`src/rtl/seq_pkg.sv`:
```
// Shared state encoding for the serializer and sequence-detector blocks.
package seq_pkg;

  typedef enum logic [1:0] {
    ST_IDLE  = 2'b00,
    ST_SHIFT = 2'b01,
    ST_GAP   = 2'b10,
    ST_DONE  = 2'b11
  } seq_state_t;

endpackage

```
`src/rtl/piso_shift_reg.sv`:
```
// Parallel-in serial-out shift register: parallel load, shift left, MSB out.
module piso_shift_reg #(
  parameter int W = 4
) (
  input  logic         clk,
  input  logic         reset,
  input  logic         i_load,
  input  logic         i_shift,
  input  logic [W-1:0] i_din,
  output logic         o_msb
);

  logic [W-1:0] r_q;

  // Load has priority over shift; otherwise hold.
  always_ff @(posedge clk) begin
    if (reset) begin
      r_q <= '0;
    end else if (i_load) begin
      r_q <= i_din;
    end else if (i_shift) begin
      r_q <= {r_q[W-2:0], 1'b0};
    end else begin
      r_q <= r_q;
    end
  end

  assign o_msb = r_q[W-1];

endmodule

```
`src/rtl/pattern_serializer.sv`:
```
// Serializes a captured pattern MSB first, repeat_cnt times back to back.
// Define PATTERN_SERIALIZER_GAP_EN to insert one zero gap bit between repetitions.
module pattern_serializer
  import seq_pkg::*;
#(
  parameter int PAT_W = 4,
  parameter int CNT_W = 4
) (
  input  logic             clk,
  input  logic             reset,
  input  logic             start,
  input  logic [PAT_W-1:0] pattern,
  input  logic [CNT_W-1:0] repeat_cnt,
  output logic             ser_out,
  output logic             ser_valid,
  output logic             busy,
  output logic             done
);

  localparam int               BIT_W    = (PAT_W > 1) ? $clog2(PAT_W) : 1;
  localparam logic [BIT_W-1:0] LAST_BIT = BIT_W'(PAT_W - 1);
  localparam logic [CNT_W-1:0] ONE_REP  = CNT_W'(1);

  seq_state_t       r_state;
  logic [PAT_W-1:0] r_pat;
  logic [BIT_W-1:0] r_bit_cnt;
  logic [CNT_W-1:0] r_rep_cnt;
  logic             r_ser_out;
  logic             r_ser_valid;
  logic             r_busy;
  logic             r_done;

  logic             w_load;
  logic             w_shift;
  logic             w_msb;
  logic [PAT_W-1:0] w_load_src;
  logic [PAT_W-1:0] w_load_val;

  // The shift register is loaded pre-shifted: its MSB always holds the next bit to emit.
  always_comb begin
    w_load     = 1'b0;
    w_shift    = 1'b0;
    w_load_src = r_pat;
    case (r_state)
      ST_IDLE: begin
        w_load     = start;
        w_load_src = pattern;
      end
      ST_SHIFT: begin
        if (r_bit_cnt == LAST_BIT) begin
`ifdef PATTERN_SERIALIZER_GAP_EN
          w_load = 1'b0;
`else
          w_load = (r_rep_cnt > ONE_REP);
`endif
        end else begin
          w_shift = 1'b1;
        end
      end
`ifdef PATTERN_SERIALIZER_GAP_EN
      ST_GAP: begin
        w_load = 1'b1;
      end
`endif
      default: begin
        w_load  = 1'b0;
        w_shift = 1'b0;
      end
    endcase
    w_load_val = {w_load_src[PAT_W-2:0], 1'b0};
  end

  piso_shift_reg #(
    .W(PAT_W)
  ) u_piso (
    .clk    (clk),
    .reset  (reset),
    .i_load (w_load),
    .i_shift(w_shift),
    .i_din  (w_load_val),
    .o_msb  (w_msb)
  );

  // Control FSM, counters and registered outputs.
  always_ff @(posedge clk) begin
    if (reset) begin
      r_state     <= ST_IDLE;
      r_pat       <= '0;
      r_bit_cnt   <= '0;
      r_rep_cnt   <= '0;
      r_ser_out   <= 1'b0;
      r_ser_valid <= 1'b0;
      r_busy      <= 1'b0;
      r_done      <= 1'b0;
    end else begin
      case (r_state)
        ST_IDLE: begin
          r_done <= 1'b0;
          if (start) begin
            r_pat     <= pattern;
            r_rep_cnt <= repeat_cnt;
            r_bit_cnt <= '0;
            if (repeat_cnt != '0) begin
              r_state     <= ST_SHIFT;
              r_ser_out   <= pattern[PAT_W-1];
              r_ser_valid <= 1'b1;
              r_busy      <= 1'b1;
            end else begin
              r_state     <= ST_DONE;
              r_ser_out   <= 1'b0;
              r_ser_valid <= 1'b0;
              r_busy      <= 1'b0;
              r_done      <= 1'b1;
            end
          end else begin
            r_ser_out   <= 1'b0;
            r_ser_valid <= 1'b0;
            r_busy      <= 1'b0;
          end
        end
        ST_SHIFT: begin
          if (r_bit_cnt != LAST_BIT) begin
            r_bit_cnt <= r_bit_cnt + BIT_W'(1);
            r_ser_out <= w_msb;
          end else if (r_rep_cnt > ONE_REP) begin
            r_rep_cnt <= r_rep_cnt - ONE_REP;
            r_bit_cnt <= '0;
`ifdef PATTERN_SERIALIZER_GAP_EN
            r_state   <= ST_GAP;
            r_ser_out <= 1'b0;
`else
            r_ser_out <= r_pat[PAT_W-1];
`endif
          end else begin
            r_state     <= ST_DONE;
            r_ser_out   <= 1'b0;
            r_ser_valid <= 1'b0;
            r_busy      <= 1'b0;
            r_done      <= 1'b1;
          end
        end
`ifdef PATTERN_SERIALIZER_GAP_EN
        ST_GAP: begin
          r_state   <= ST_SHIFT;
          r_ser_out <= r_pat[PAT_W-1];
        end
`endif
        ST_DONE: begin
          r_state     <= ST_IDLE;
          r_ser_out   <= 1'b0;
          r_ser_valid <= 1'b0;
          r_busy      <= 1'b0;
          r_done      <= 1'b0;
        end
        default: begin
          r_state     <= ST_IDLE;
          r_ser_out   <= 1'b0;
          r_ser_valid <= 1'b0;
          r_busy      <= 1'b0;
          r_done      <= 1'b0;
        end
      endcase
    end
  end

  assign ser_out   = r_ser_out;
  assign ser_valid = r_ser_valid;
  assign busy      = r_busy;
  assign done      = r_done;

endmodule

```
`config.mk`:
```
export PLATFORM = sky130hd
export DESIGN_NAME = pattern_serializer
export DESIGN_NICKNAME = d
export VERILOG_FILES = /design/src/rtl/seq_pkg.sv /design/src/rtl/piso_shift_reg.sv /design/src/rtl/pattern_serializer.sv
export SDC_FILE = /design/constraint.sdc
export NUM_CORES = 1
export LEC_CHECK = 0
export ABC_AREA = 0
export CAP_MARGIN = 20
export CELL_PAD_IN_SITES_DETAIL_PLACEMENT = 1
export CELL_PAD_IN_SITES_GLOBAL_PLACEMENT = 1
export CORE_MARGIN = 4
export CORE_UTILIZATION = 39
export CTS_BUF_LIST = sky130_fd_sc_hd__clkbuf_16
export DETAILED_ROUTE_END_ITERATION = 10
export PLACE_DENSITY = 0.8
export REMOVE_ABC_BUFFERS = 1
export SYNTH_ARGS = -nofsm -noshare
export SYNTH_HDL_FRONTEND = slang
export SYNTH_HIERARCHICAL = 1
export SYNTH_SLANG_ARGS = --single-unit
```
`constraint.sdc`:
```
create_clock -name clk -period 2.65 [get_ports clk]
set_clock_uncertainty 0.05 [all_clocks]
set_input_delay 0.53 -clock clk [delete_from_list [all_inputs] [get_ports clk]]
set_output_delay 0.53 -clock clk [all_outputs]
set_load 0.005 [all_outputs]
```
== After elaboration in Yosys (flattened, before gate mapping) ==
Cells that the tools add are included.

* Add/sub/neg operators: 2
* $lt $le $gt $ge: 1
* Eq/ne operators: 8
* Mux-type cells: 35
* Reduce and logical (&&, ||, !) cells: 9

{| class="wikitable"
|+ Operators by type and width
! operator !! count
|-
| two-way mux 4 bit || 5
|-
| two-way mux 1 bit || 15
|-
| two-way mux 2 bit || 7
|-
| != test 2 bit (second input constant) || 5
|-
| one-hot mux 1 bit (2 select lines) || 4
|-
| one-hot mux 2 bit (2 select lines) || 2
|-
| one-hot mux 4 bit (2 select lines) || 1
|-
| AND reduction 3 bit || 2
|-
| greater-than comparator 4 x 1 -> 1 bit (second input constant) || 1
|-
| AND reduction 2 bit || 2
|-
| AND reduction 4 bit || 1
|-
| nonzero test 2 bit || 2
|-
| nonzero test 4 bit || 1
|-
| subtractor 4 x 1 -> 4 bit (second input constant) || 1
|-
| two-way mux 3 bit || 1
|-
| != test 3 bit (second input constant) || 1
|-
| adder 2 x 1 -> 2 bit (second input constant) || 1
|-
| equality test 2 x 1 -> 1 bit (second input constant) || 1
|-
| equality test 2 bit (second input constant) || 1
|-
| logical NOT 2 bit || 1
|}

* Bits in registers: 18
* Output and inout port bits: 4
* Logic and storage cells: 63

== Logic depth before layout (Yosys ltp) ==
Gate-level depths: netlist (run 1).

* Word-level depth: 5
* Gate-level depth with buffers: 7

== Hierarchy ==
The synthesis (run 1) kept the hierarchy.

{| class="wikitable"
|+ Modules (own cells, without submodules)
! module !! instances !! cells an instance !! area an instance (µm²) !! seq. area each (µm²)
|-
| pattern_serializer || 1 || 87 || 807.0 || 300.3
|-
| piso_shift_reg || 1 || 17 || 172.7 || 80.1
|}

== Worst setup path before layout (run 1) ==
OpenSTA, ideal clock, no wires.

* Path type: reg-to-reg
* From: reg r_rep_cnt[0]
* To: reg, netlist name u_piso/r_q[0]
* Setup time: 0.070 ns
* Arrival: 1.669 ns
* Slack: 0.861 ns
* Stages on the path, launching flop included: 8
* Path buffers: 0
* Period minus slack after synthesis: 1.789 ns
* Cells stage by stage: dfxtp_1 > inv_1 > ha_1 > nor2_1 > o311ai_4 > nand2_1 > or3b_1 > a21oi_1

{| class="wikitable"
|+ RTL lines
! element !! RTL line !! RTL
|-
| from (decl) || pattern_serializer.sv:27 || <nowiki>logic [CNT_W-1:0] r_rep_cnt;</nowiki>
|-
| from (signal assigned) || pattern_serializer.sv:101 || <nowiki>r_rep_cnt <= repeat_cnt;</nowiki>
|-
| from (signal assigned) || pattern_serializer.sv:126 || <nowiki>r_rep_cnt <= r_rep_cnt - ONE_REP;</nowiki>
|}

==> results.ini, run 1 <==
[min_path]
holdCritStartpoint=done
holdPathEnd=done
holdCritPathClass=register to register
hold_depth=2

[cells_and_area]
layout_commonest_cell=dfxtp_1
final_cell_mix=19 x dfxtp_1, 14 x clkdlybuf4s50_1, 12 x nor2_1
antenna_cells=0
syn2layout_area_growth_pct=25.2
design_area_mm2=0.00123
drive_above_1_share_pct=11.6
nets=136
final_util_pct=53.4

[clock_tree]
ctsResizeCount=0
clk_latency_ps=250
cts_tree=done
cts_made_buffers=3
clk_pin_slew_ps=50
cts_setup_buffers=0
cts_sinks=19
clk_path_buf_depth=2
cts-htree-levels=1
cts_root_buf=clkbuf_16
cts_hold_buf=0

[sta]
setup_viol=0
worst_slack_ps=506
setup_tns_ps=0
period_share_pct=80.9
clock.fmax_ghz=0.466
rsz0062_at_grt=false
finalHoldViolCount=0
finalCriticalPeriod_ps=2140
drv_slew=0

[run_status]
status=finished, final reports clean

[synthesis]
synthTopCellsByArea=dfxtp_1 39%, mux2i_1 7.2%, a21oi_1 4.6%, nor2_1 4.6%, ha_1 3.8%
syn_inst=104
ys_seq_area_share_pct=38.8
synth_top_area_share_pct=38.8
synth-seq-cells=19
syn_area_per_cell_um2=9.42
syn_area_um2=980
ys_types=35
synth_top_area_cell=dfxtp_1
yosys_warnings=6

[worst_setup_path]
r2r-start=r_rep_cnt[0]
worst_r2r_path_depth=7
crit_type=register to register
cp.arrival_ps=2270
r2r_slack_ps=510
start_kind=register
crit_fanout=8
regToRegEndpoint=u_piso/r_q[0]
critPathCaptureType=register
cp_data_required_time_ps=2780

[grt]
first_global_vias=850
track_usage_pct=16.4
grt_pass1_wl_mm=4.17
antenna_found_initial=0
grt_start_max_net_pins=15
grt_overflow=0

[floorplan]
fp-row-count=17
ios=15
die_area_mm2=0.00338
chipHeight_um=58.1
initial_core_util_pct=42.6
dieWidth_um=58.1
coreArea_mm2=0.00230

[power_and_ir_drop]
peakVddDrop_mv=0.333
power_leakage_nw=0.482
p_per_area_mw_per_mm2=634

[placed_design]
placed_area_mm2=0.00115
dp_hpwl_mm=1.84
gp_congestion=0.748
post-place-ws_ps=415
io_buffers=14

[detailed_routing]
wl_per_cell_um=17.4
vias=839
drt_pass1_iterations=5
drtAntennaViolNets=0
drt_iter0_markers=11
drc=0
drt-total-wl_mm=2.59
avgViaCountPerCell=5.63

[flow_run]
cap_violations=0

## where the power goes
group / switching [mW] / leakage [nW] / internal, mW
combinational: 0.0714 / 0.283 / 0.0700
clock: 0.107 / 0.0423 / 0.201
sequential: 0.0199 / 0.156 / 0.308
## routing by layer
layer  global-route usage [%]  routed length, um  up-vias
li1                         -                  -      412
met1                     19.1               1120      399
met2                     27.4               1280       19
met3                     3.56                101        9
met4                     9.27                 89        0
met5                        0                  0        -
## worst max-delay path, stage by stage (launching register included)
cell and delay, ps:
dfxtp_1 330, inv_1 130, ha_1 230, nor2_1 120, o311ai_4 380, nand2_1 280, or3b_1 430, a21oi_1 130
## synthesized netlist by cell type (all sizes together)
library cell / number
a2bb2o: 1
nand2: 6
o41a: 1
nand2b: 1
ha: 3
nor2: 13
nor3: 2
a211oi: 4
or3: 1
o2bb2ai: 1
o311a: 1
nand3: 1
a221oi: 1
and2b: 1
mux2i: 7
dfxtp: 19
buf: 2
a221o: 2
inv: 6
nor2b: 4
clkbuf: 1
o21ai: 3
conb: 1
o311ai: 1
nand4b: 1
a32o: 1
or3b: 2
nor4: 1
nand3b: 4
a21oi: 9
mux2: 3
## cell type report
cell class / instances / area [um^2]
timing repair buffer: 16 / 155
clock inverter: 1 / 3.75
tap: 28 / 35.0
multi-input combinational: 76 / 554
sequential: 19 / 380
fill: 277 / 1070
clock buffer: 3 / 75.1
inverter: 6 / 22.5
## worst max-delay path by stage
| stage | from | to | slack [ps] |
|---|---|---|---|
| 5_1_grt | r_rep_cnt[0] | u_piso/r_q[0] | 350 |
| 6_report | r_rep_cnt[0] | u_piso/r_q[0] | 510 |
| 4_1_cts | r_rep_cnt[0] | u_piso/r_q[0] | 510 |
| 3_3_place_gp | start | u_piso/r_q[0] | 460 |
| 2_1_floorplan | r_rep_cnt[0] | u_piso/r_q[0] | 860 |
| 3_5_place_dp | start | u_piso/r_q[0] | 420 |
## stage by stage
stage / hold WS [ps] / std cells / power, mW
after floorplan: 392 / 101 / 0.416
after global placement: 385 / 145 / 0.465
after detailed placement: 404 / 145 / 0.472
after CTS: 411 / 149 / 0.784
after global routing: 439 / 149 / 0.808
final: 400 / 149 / 0.777
## cells by family (layout without fill, tap and decap cells)
logic type      count (synthesis)  in the layout  share of synthesized area, %
simple gates                   37             37                          21.1
compound gates                 25             25                          20.7
flops                          19             19                          38.8
mux                            10             10                          10.6
buf+inv                         9             26                          4.60
fa+ha+maj                       3              3                          3.83
other cells                     1              1                         0.383
## flip-flops by register name, summed over array words and instances (netlist names)
name,flops
r_pat,4
u_piso/r_q,4
r_bit_cnt,2
busy,1
r_state,2
r_rep_cnt,4
done,1
ser_out,1
Note: power is estimated with default switching activity, not from simulation.
==> run 2: changes to the inputs <==
--- a/config.mk
+++ b/config.mk
@@ -10,10 +10,10 @@
 export CELL_PAD_IN_SITES_DETAIL_PLACEMENT = 1
 export CELL_PAD_IN_SITES_GLOBAL_PLACEMENT = 1
 export CORE_MARGIN = 4
-export CORE_UTILIZATION = 39
+export CORE_UTILIZATION = 36
 export CTS_BUF_LIST = sky130_fd_sc_hd__clkbuf_16
 export DETAILED_ROUTE_END_ITERATION = 10
-export PLACE_DENSITY = 0.8
+export PLACE_DENSITY = 0.78
 export REMOVE_ABC_BUFFERS = 1
 export SYNTH_ARGS = -nofsm -noshare
 export SYNTH_HDL_FRONTEND = slang
==> constraint.sdc (replaced) <==
create_clock -name clk -period 1.89 [get_ports clk]
set_clock_uncertainty 0.05 [all_clocks]
set_input_delay 0.378 -clock clk [delete_from_list [all_inputs] [get_ports clk]]
set_output_delay 0.378 -clock clk [all_outputs]
set_load 0.005 [all_outputs]
==> results.ini, run 2 (synthesis results as in run 1) <==
[cells_and_area]
syn2layout_area_growth_pct=34.0  ; was 25.2%
multi_input_area_um2=577  ; was 554 um^2
seqCellArea_um2=380  ; unchanged
top_regs=r_pat x4, r_rep_cnt x4, u_piso/r_q x4  ; unchanged
fillers=297  ; was 277
antenna_cells=0  ; unchanged
fin_cells=159  ; was 149
design_area_mm2=0.00131  ; was 0.00123 mm^2
layout_commonest_cell=dfxtp_1  ; unchanged
drive_above_1_share_pct=20.2  ; was 11.6%
final_util_pct=51.6  ; was 53.4%
nets=144  ; was 136
final_cell_mix=19 x dfxtp_1, 14 x clkdlybuf4s50_1, 11 x nor2_1  ; was 19 x dfxtp_1, 14 x clkdlybuf4s50_1, 12 x nor2_1

[placed_design]
io_buffers=14  ; unchanged
post-place-cells=153  ; was 145
dp_hpwl_mm=1.79  ; was 1.84 mm
gp_congestion=0.748  ; about the same
placed_area_mm2=0.00119  ; was 0.00115 mm^2

[worst_setup_path]
worst_r2r_path_depth=7  ; unchanged
cp_top_family=simple AND/OR/NAND/NOR gates  ; unchanged
r2r_slack_ps=120  ; was 510 ps
regToRegEndpoint=u_piso/r_q[0]  ; unchanged
r2r-start=r_rep_cnt[0]  ; unchanged
crit_path_top_delay_cell=or3b_1  ; unchanged
cp.arrival_ps=1900  ; was 2270 ps
crit_type=register to register  ; unchanged
crit_fanout=6  ; was 8
critPathCaptureType=register  ; unchanged
start_kind=register  ; unchanged
max_stage_delay_ps=400  ; was 430 ps
critPathBufInv=1  ; unchanged
cp_data_required_time_ps=2030  ; was 2780 ps
path_cells=inv_1 -> ha_4 -> nor2_4 -> o311ai_4 -> nand2_2 -> or3b_1 -> a21oi_1  ; was inv_1 -> ha_1 -> nor2_1 -> o311ai_4 -> nand2_1 -> or3b_1 -> a21oi_1

[sta]
finalCriticalPeriod_ps=1770  ; was 2140 ps
rsz0062_at_grt=false  ; unchanged
finalHoldViolCount=0  ; unchanged
period_share_pct=93.5  ; was 80.9%
clock.fmax_ghz=0.566  ; was 0.466 GHz
drv_slew=0  ; unchanged
setup_viol=0  ; unchanged

[clock_tree]
cts_sinks=19  ; unchanged
cts_hold_buf=0  ; unchanged
cts_tree=done  ; unchanged
cts-htree-levels=1  ; unchanged
clk_latency_ps=250  ; about the same
cts_made_buffers=3  ; unchanged
clk_path_buf_depth=2  ; unchanged
cts_root_buf=clkbuf_16  ; unchanged
clk_pin_slew_ps=50  ; about the same

[power_and_ir_drop]
p_per_area_mw_per_mm2=856  ; was 634 mW/mm^2
power_frac_seq_pct=41.1  ; was 42.2%
power_leakage_nw=0.520  ; was 0.482 nW
internal_power_mw=0.838  ; was 0.579 mW
pwr-share-clk_pct=38.6  ; was 39.6%
power.net_switching_mw=0.285  ; was 0.199 mW
power.share.combinational_pct=20.4  ; was 18.2%
fin_total_pwr_mw=1.12  ; was 0.777 mW
p_sw_share_pct=25.4  ; was 25.6%
peakVddDrop_mv=0.611  ; was 0.333 mV

[detailed_routing]
drt_iter0_markers=21  ; was 11
dr_wl_met2_mm=1.27  ; was 1.28 mm
avgViaCountPerCell=5.38  ; was 5.63
wl_met1_mm=1.18  ; was 1.12 mm
drtAntennaViolNets=0  ; unchanged
drt-total-wl_mm=2.54  ; was 2.59 mm
drc=0  ; unchanged
vias=856  ; was 839
highest_layer=met4  ; unchanged
wl_met3_um=70  ; was 101 um
drt_pass1_iterations=4  ; was 5
wl_per_cell_um=15.9  ; was 17.4 um

[run_status]
status=finished, final reports clean  ; unchanged

[floorplan]
die_area_mm2=0.00362  ; was 0.00338 mm^2
ios=15  ; unchanged
dieWidth_um=60.2  ; was 58.1 um
fp-row-count=18  ; was 17
initial_core_util_pct=38.5  ; was 42.6%
coreArea_mm2=0.00254  ; was 0.00230 mm^2
chipHeight_um=60.2  ; was 58.1 um

[grt]
grt_start_max_net_pins=12  ; was 15
first_global_vias=884  ; was 850
track_usage_pct=15.2  ; was 16.4%
antenna_found_initial=0  ; unchanged
grt_overflow=0  ; unchanged
grt_pass1_wl_mm=4.11  ; was 4.17 mm

[min_path]
hold_depth=2  ; unchanged
holdCritPathClass=register to register  ; unchanged
holdPathEnd=done  ; unchanged
holdCritStartpoint=done  ; unchanged

[flow_run]
cap_violations=0  ; unchanged

[run 2: timing repair]
action | CTS | global route
setup endpoints to repair | 0 | 8
resized for setup | 0 | 5
buffers inserted | 0 | 2
[run 2: tightest hold or removal path, stage by stage, from the launching register on]
cell and delay, ps:
dfxtp_1 300, inv_1 50, a21oi_1 50
[run 2: how the worst max path moves through the flow]
stage               depth (start not counted)         start       endpoint  slack (ps)
global route                                7  r_rep_cnt[0]  u_piso/r_q[0]          20
floorplan                                   7  r_rep_cnt[0]  u_piso/r_q[0]         100
global placement                            4         start   r_rep_cnt[0]         -50
detailed placement                          5         start   r_rep_cnt[3]         -90
finish                                      7  r_rep_cnt[0]  u_piso/r_q[0]         120
CTS                                         7  r_rep_cnt[0]  u_piso/r_q[0]          40
[run 2: area by class of cell]
type | count | share of cell area, %
multi-input combinational | 76 | 43.9
tap | 30 | 2.86
clock buffer | 3 | 5.72
sequential | 19 | 29.0
clock inverter | 1 | 0.381
timing repair buffer | 24 | 16.4
inverter | 6 | 1.72
[run 2: metal layers]
layer / GRT usage [%] / vias to the layer above
li1: - / 427
met1: 20.2 / 415
met2: 24.7 / 12
met3: 3.89 / 2
met4: 2.85 / 0
met5: 0 / -
[run 2: per-stage QoR]
stage	setup WS [ps]	hold slack, ps	setup TNS, ps
floorplan	101	392	0
global placement	-50.4	384	-187
detailed placement	-89.1	393	-415
CTS	43.0	400	0
global route	16.0	413	0
finish	123	393	0
[run 2: power groups by stage]
stage,logic (mW),registers [mW],clock network [mW]
finish,0.229,0.461,0.433
global route,0.254,0.466,0.460
CTS,0.209,0.460,0.442
detailed placement,0.206,0.468,0
global placement,0.201,0.465,0
floorplan,0.123,0.460,0
==> variant 1: new RTL, settings of run 2 <==
Build with the macro `PATTERN_SERIALIZER_GAP_EN` defined.
--- a/src/rtl/pattern_serializer.sv
+++ b/src/rtl/pattern_serializer.sv
@@ -2,2 +2,4 @@
 // Define PATTERN_SERIALIZER_GAP_EN to insert one zero gap bit between repetitions.
+`define PATTERN_SERIALIZER_GAP_EN
+
 module pattern_serializer
Function: changed (a bounded check fails within 10 cycles, from zero or initial values and one cycle with reset high).
==> variant 1 against run 2 <==
Global-route usage up 1.3 points; routed wire length increased by 11%; via count up 11%; cell area grew 4.5%; power grew 18%; count of clock-buffer cells in the layout stayed put; sequential cell count unchanged; synthesized cell count increased by 13%; worst setup slack gained 0.031 ns; area after synthesis rose by 6.1%; critical endpoint is now r_bit_cnt[1]; largest cell class unchanged; highest routed layer unchanged.
==> variant 1: results (changes against run 2) <==
* Peak VDD IR at 571 uV (-6.6%)
* Placed Cells incl. Taps at 170 (+11%)
* Comb power at 401 uW (+75%)
* Post-layout nets at 158 (+9.7%)
* Pre-Repair DR Iteration Count at 4 (unchanged)
* Post-Synth Adder-Cell Area at 3.61% (-0.22 points)
* Post-CTS Resized at 0 (unchanged)
* Post-synthesis mux area share at 11.0% (+0.35 points)
* Layout cell share with drive strength beyond 1 at 18.9% (-1.3 points)
* Xor and xnor fraction of the mapped netlist area at 0.842% (+0.84 points)
* WL/cell at 16.2 um (+1.5%)
* DRT iter0 DRCs at 31 (+48%)
* Synth unique cells at 45 (+29%)
* Smallest hold slack at 0.439 ns (+0.0462 ns)
* Vias in the first global route at 998 (+13%)
* Crit Path Class: flip-flop to flip-flop
* Synth top area cells: dfxtp_1, mux2i_1, nor2_1, ha_1, mux2_2
* Crit path to: r_bit_cnt[1]
* Average via count per standard cell at 5.44 (+1.1%)
* Reg2reg setup slack at 0.15 ns (+0.03 ns)
* Synth Area in Compound Gates at 20.1% (-0.59 points)
* Max incr delay on CP at 0.46 ns (+0.06 ns)
* Top post-synthesis cells by count: dfxtp_1, nor2_1, mux2i_1
* Sequential area share after synthesis at 36.6% (-2.2 points)
* H-tree depth at 1 (unchanged)
* LEAKAGE at 0.534 nW (+2.8%)
* Largest net degree at the start of global routing at 17 (+5)
* P_clk at 431 uW
* Global-route wire length before repair at 4530 um (+10%)
* Placer Congestion at 0.809 (+8.1%)
* Arrival @ worst endpoint at 1.86 ns (-0.04 ns)
* Synth Area per Inst at 8.89 um^2 (-5.7%)
* Reg2Reg Depth at 6 (-1)
* Crit-path max FO at 3 (-3)
* Top Registers: r_pat x4, r_rep_cnt x4, u_piso/r_q x4
* Synthesis Warnings at 6 (unchanged)
* Total setup buffers inserted after CTS at 0 (unchanged)
* Global Route Usage Sum at 16.4% (+1.3 points)
* Hold worst-path end: r_rep_cnt[1]
* Pre-CTS setup slack at -0.0521 ns (+0.0370 ns)
* Dpl hpwl at 2060 um (+16%)
* Total wire length at 2820 um (+11%)
* Crit-path slowest cell: or4b_1
* Hold Path Stages at 2 (unchanged)
* Clk slew on worst S/H paths at 0.05 ns (about the same)
* Critical R2R Launch: r_rep_cnt[0]
* Overflow after GRT at 0 (unchanged)
* Reg-to-Reg End: r_bit_cnt[1]
* Post-synth ARST share at 0% (unchanged)
* Net Switching at 384 uW (+34%)
* Final min period at 1.74 ns (-0.0309 ns)
* Status: complete, no violations
* HP Start: r_rep_cnt[1]
variant 1: through the flow:
| step | TNS (ns) | total power, mW | cell area [um^2] |
|---|---|---|---|
| floorplan | 0 | 0.730 | 1010 |
| global placement | -0.0408 | 0.878 | 1290 |
| detailed placement | -0.0983 | 0.892 | 1290 |
| CTS | 0 | 1.34 | 1370 |
| global route | 0 | 1.40 | 1370 |
| finish | 0 | 1.32 | 1370 |
variant 1: cell type report:
| cell class | count | area, um^2 |
|---|---|---|
| clock inverter | 1 | 3.75 |
| fill | 339 | 1390 |
| clock buffer | 3 | 75.1 |
| tap | 31 | 38.8 |
| inverter | 5 | 18.8 |
| sequential | 19 | 383 |
| multi-input combinational | 88 | 614 |
| timing repair buffer | 27 | 238 |
variant 1: metal layers:
layer  vias to the layer above  track usage, %  wire, um
met4                         0            7.27        38
met5                         -               0         0
met1                       461            19.2      1240
met2                        14            29.1      1450
met3                         5            2.89        91
li1                        467               -         -
==> variant 2: new RTL, settings of run 2 <==
Made on the original files. Encoding of `seq_state_t`: now one-hot (4 bits for 4 states).
--- a/src/rtl/seq_pkg.sv
+++ b/src/rtl/seq_pkg.sv
@@ -3,7 +3,7 @@
 
-  typedef enum logic [1:0] {
-    ST_IDLE  = 2'b00,
-    ST_SHIFT = 2'b01,
-    ST_GAP   = 2'b10,
-    ST_DONE  = 2'b11
+  typedef enum logic [3:0] {
+    ST_IDLE  = 4'b0001,
+    ST_SHIFT = 4'b0010,
+    ST_GAP   = 4'b0100,
+    ST_DONE  = 4'b1000
   } seq_state_t;
Formal check against the unedited RTL: no difference found for any inputs over 10 cycles, from zero or initial values and one cycle with reset high; not proved beyond that.
==> variant 2 against run 2 <==
Sequential share of layout area shrank 1.8 points; worst hold slack improved by 0.025 ns; synthesized cell count increased by 24%; worst setup slack worse by 0.077 ns; maximum frequency is 4.2% lower; area after synthesis up 7.2%; utilization increased by 2.0 points; routed wire length up 34%; power up 20%; cell area grew 14%; sequential cell count up 1; critical path type unchanged; largest cell class unchanged.
==> variant 2: results (changes against run 2) <==
* Crit-path max FO at 7 (+1)
* Status: complete, no violations
* Reg-to-Reg End: r_rep_cnt[0]
* Global-route wire length before repair at 5290 um (+29%)
* GR Util met3 at 2.48% (-1.4 points)
* Fraction of area in multi-input gates at 42.9% (-1.1 points)
* Fraction of area in registers at 27.2% (-1.8 points)
* Total setup buffers inserted after CTS at 2 (+2)
* Design Area, Final at 1490 um^2 (+14%)
* Top post-synthesis cells by count: nand2_1, dfxtp_1, a21oi_1
* Synth Area per Inst at 8.14 um^2 (-14%)
* Clock-cell share of area at 7.05% (+0.95 points)
* Synth unique cells at 37 (+5.7%)
* GRT met2 Usage at 34.0% (+9.3 points)
* Arrival @ worst endpoint at 1.94 ns (+0.04 ns)
* DRT iter0 DRCs at 52 (+150%)
* Reg2reg setup slack at 0.05 ns (-0.08 ns)
* Dpl hpwl at 2330 um (+31%)
* Post-CTS Resized at 4 (+4)
* Cell-internal power at 1.02 mW (+21%)
* Total wire length at 3390 um (+34%)
* Global Route Usage Sum at 19.0% (+3.9 points)
* Sequential cells at 20 (+1)
* WL/cell at 18.0 um (+13%)
* P_clk at 584 uW (+35%)
* Max power group: the clock network
* Logic inverters at 4 (-2)
* Max incr delay on CP at 0.38 ns (-0.02 ns)
* Flop pwr share at 35.7% (-5.4 points)
* Synth top area cells: dfxtp_1, nand2_1, a21oi_1, ha_1, nor2b_1
* Top cell type's share of synthesized area at 38.1% (-0.68 points)
* Tapcells at 31 (+3.3%)
* Final period util at 97.5% (+4.0 points)
* Met2 wire len at 1820 um (+43%)
==> variant 2: cell count changes in the layout (fill, tap and decap cells not counted), sizes merged, moves of 2 or more <==
cell	change
a21oi	+5
nor3b	+2
nor2	-5
mux2i	-4
nand3	+4
nand2	+18
nand3b	-2
a31oi	+2
buf	+9
inv	-2
mux2	-3
==> variant 2: kinds of logic after synthesis <==
kind of cell,share of synthesized area (%)
AND/OR/NAND/NOR,26.5
AO/OA/AOI/OAI,23.8
flip-flops,38.1
buffers and inverters,4.77
multiplexers,2.86
adder cells (fa/ha/maj),3.58
other,0.357
==> variant 2: worst min path at each step <==
stage,start,end,slack (ns),cells past startpoint
finish,r_pat[1],r_pat[1],0.42,2
global route,r_pat[1],r_pat[1],0.44,2
CTS,r_pat[2],r_pat[2],0.42,2
detailed placement,r_pat[2],r_pat[2],0.41,2
global placement,r_pat[1],r_pat[1],0.39,2
floorplan,r_pat[0],r_pat[0],0.38,2
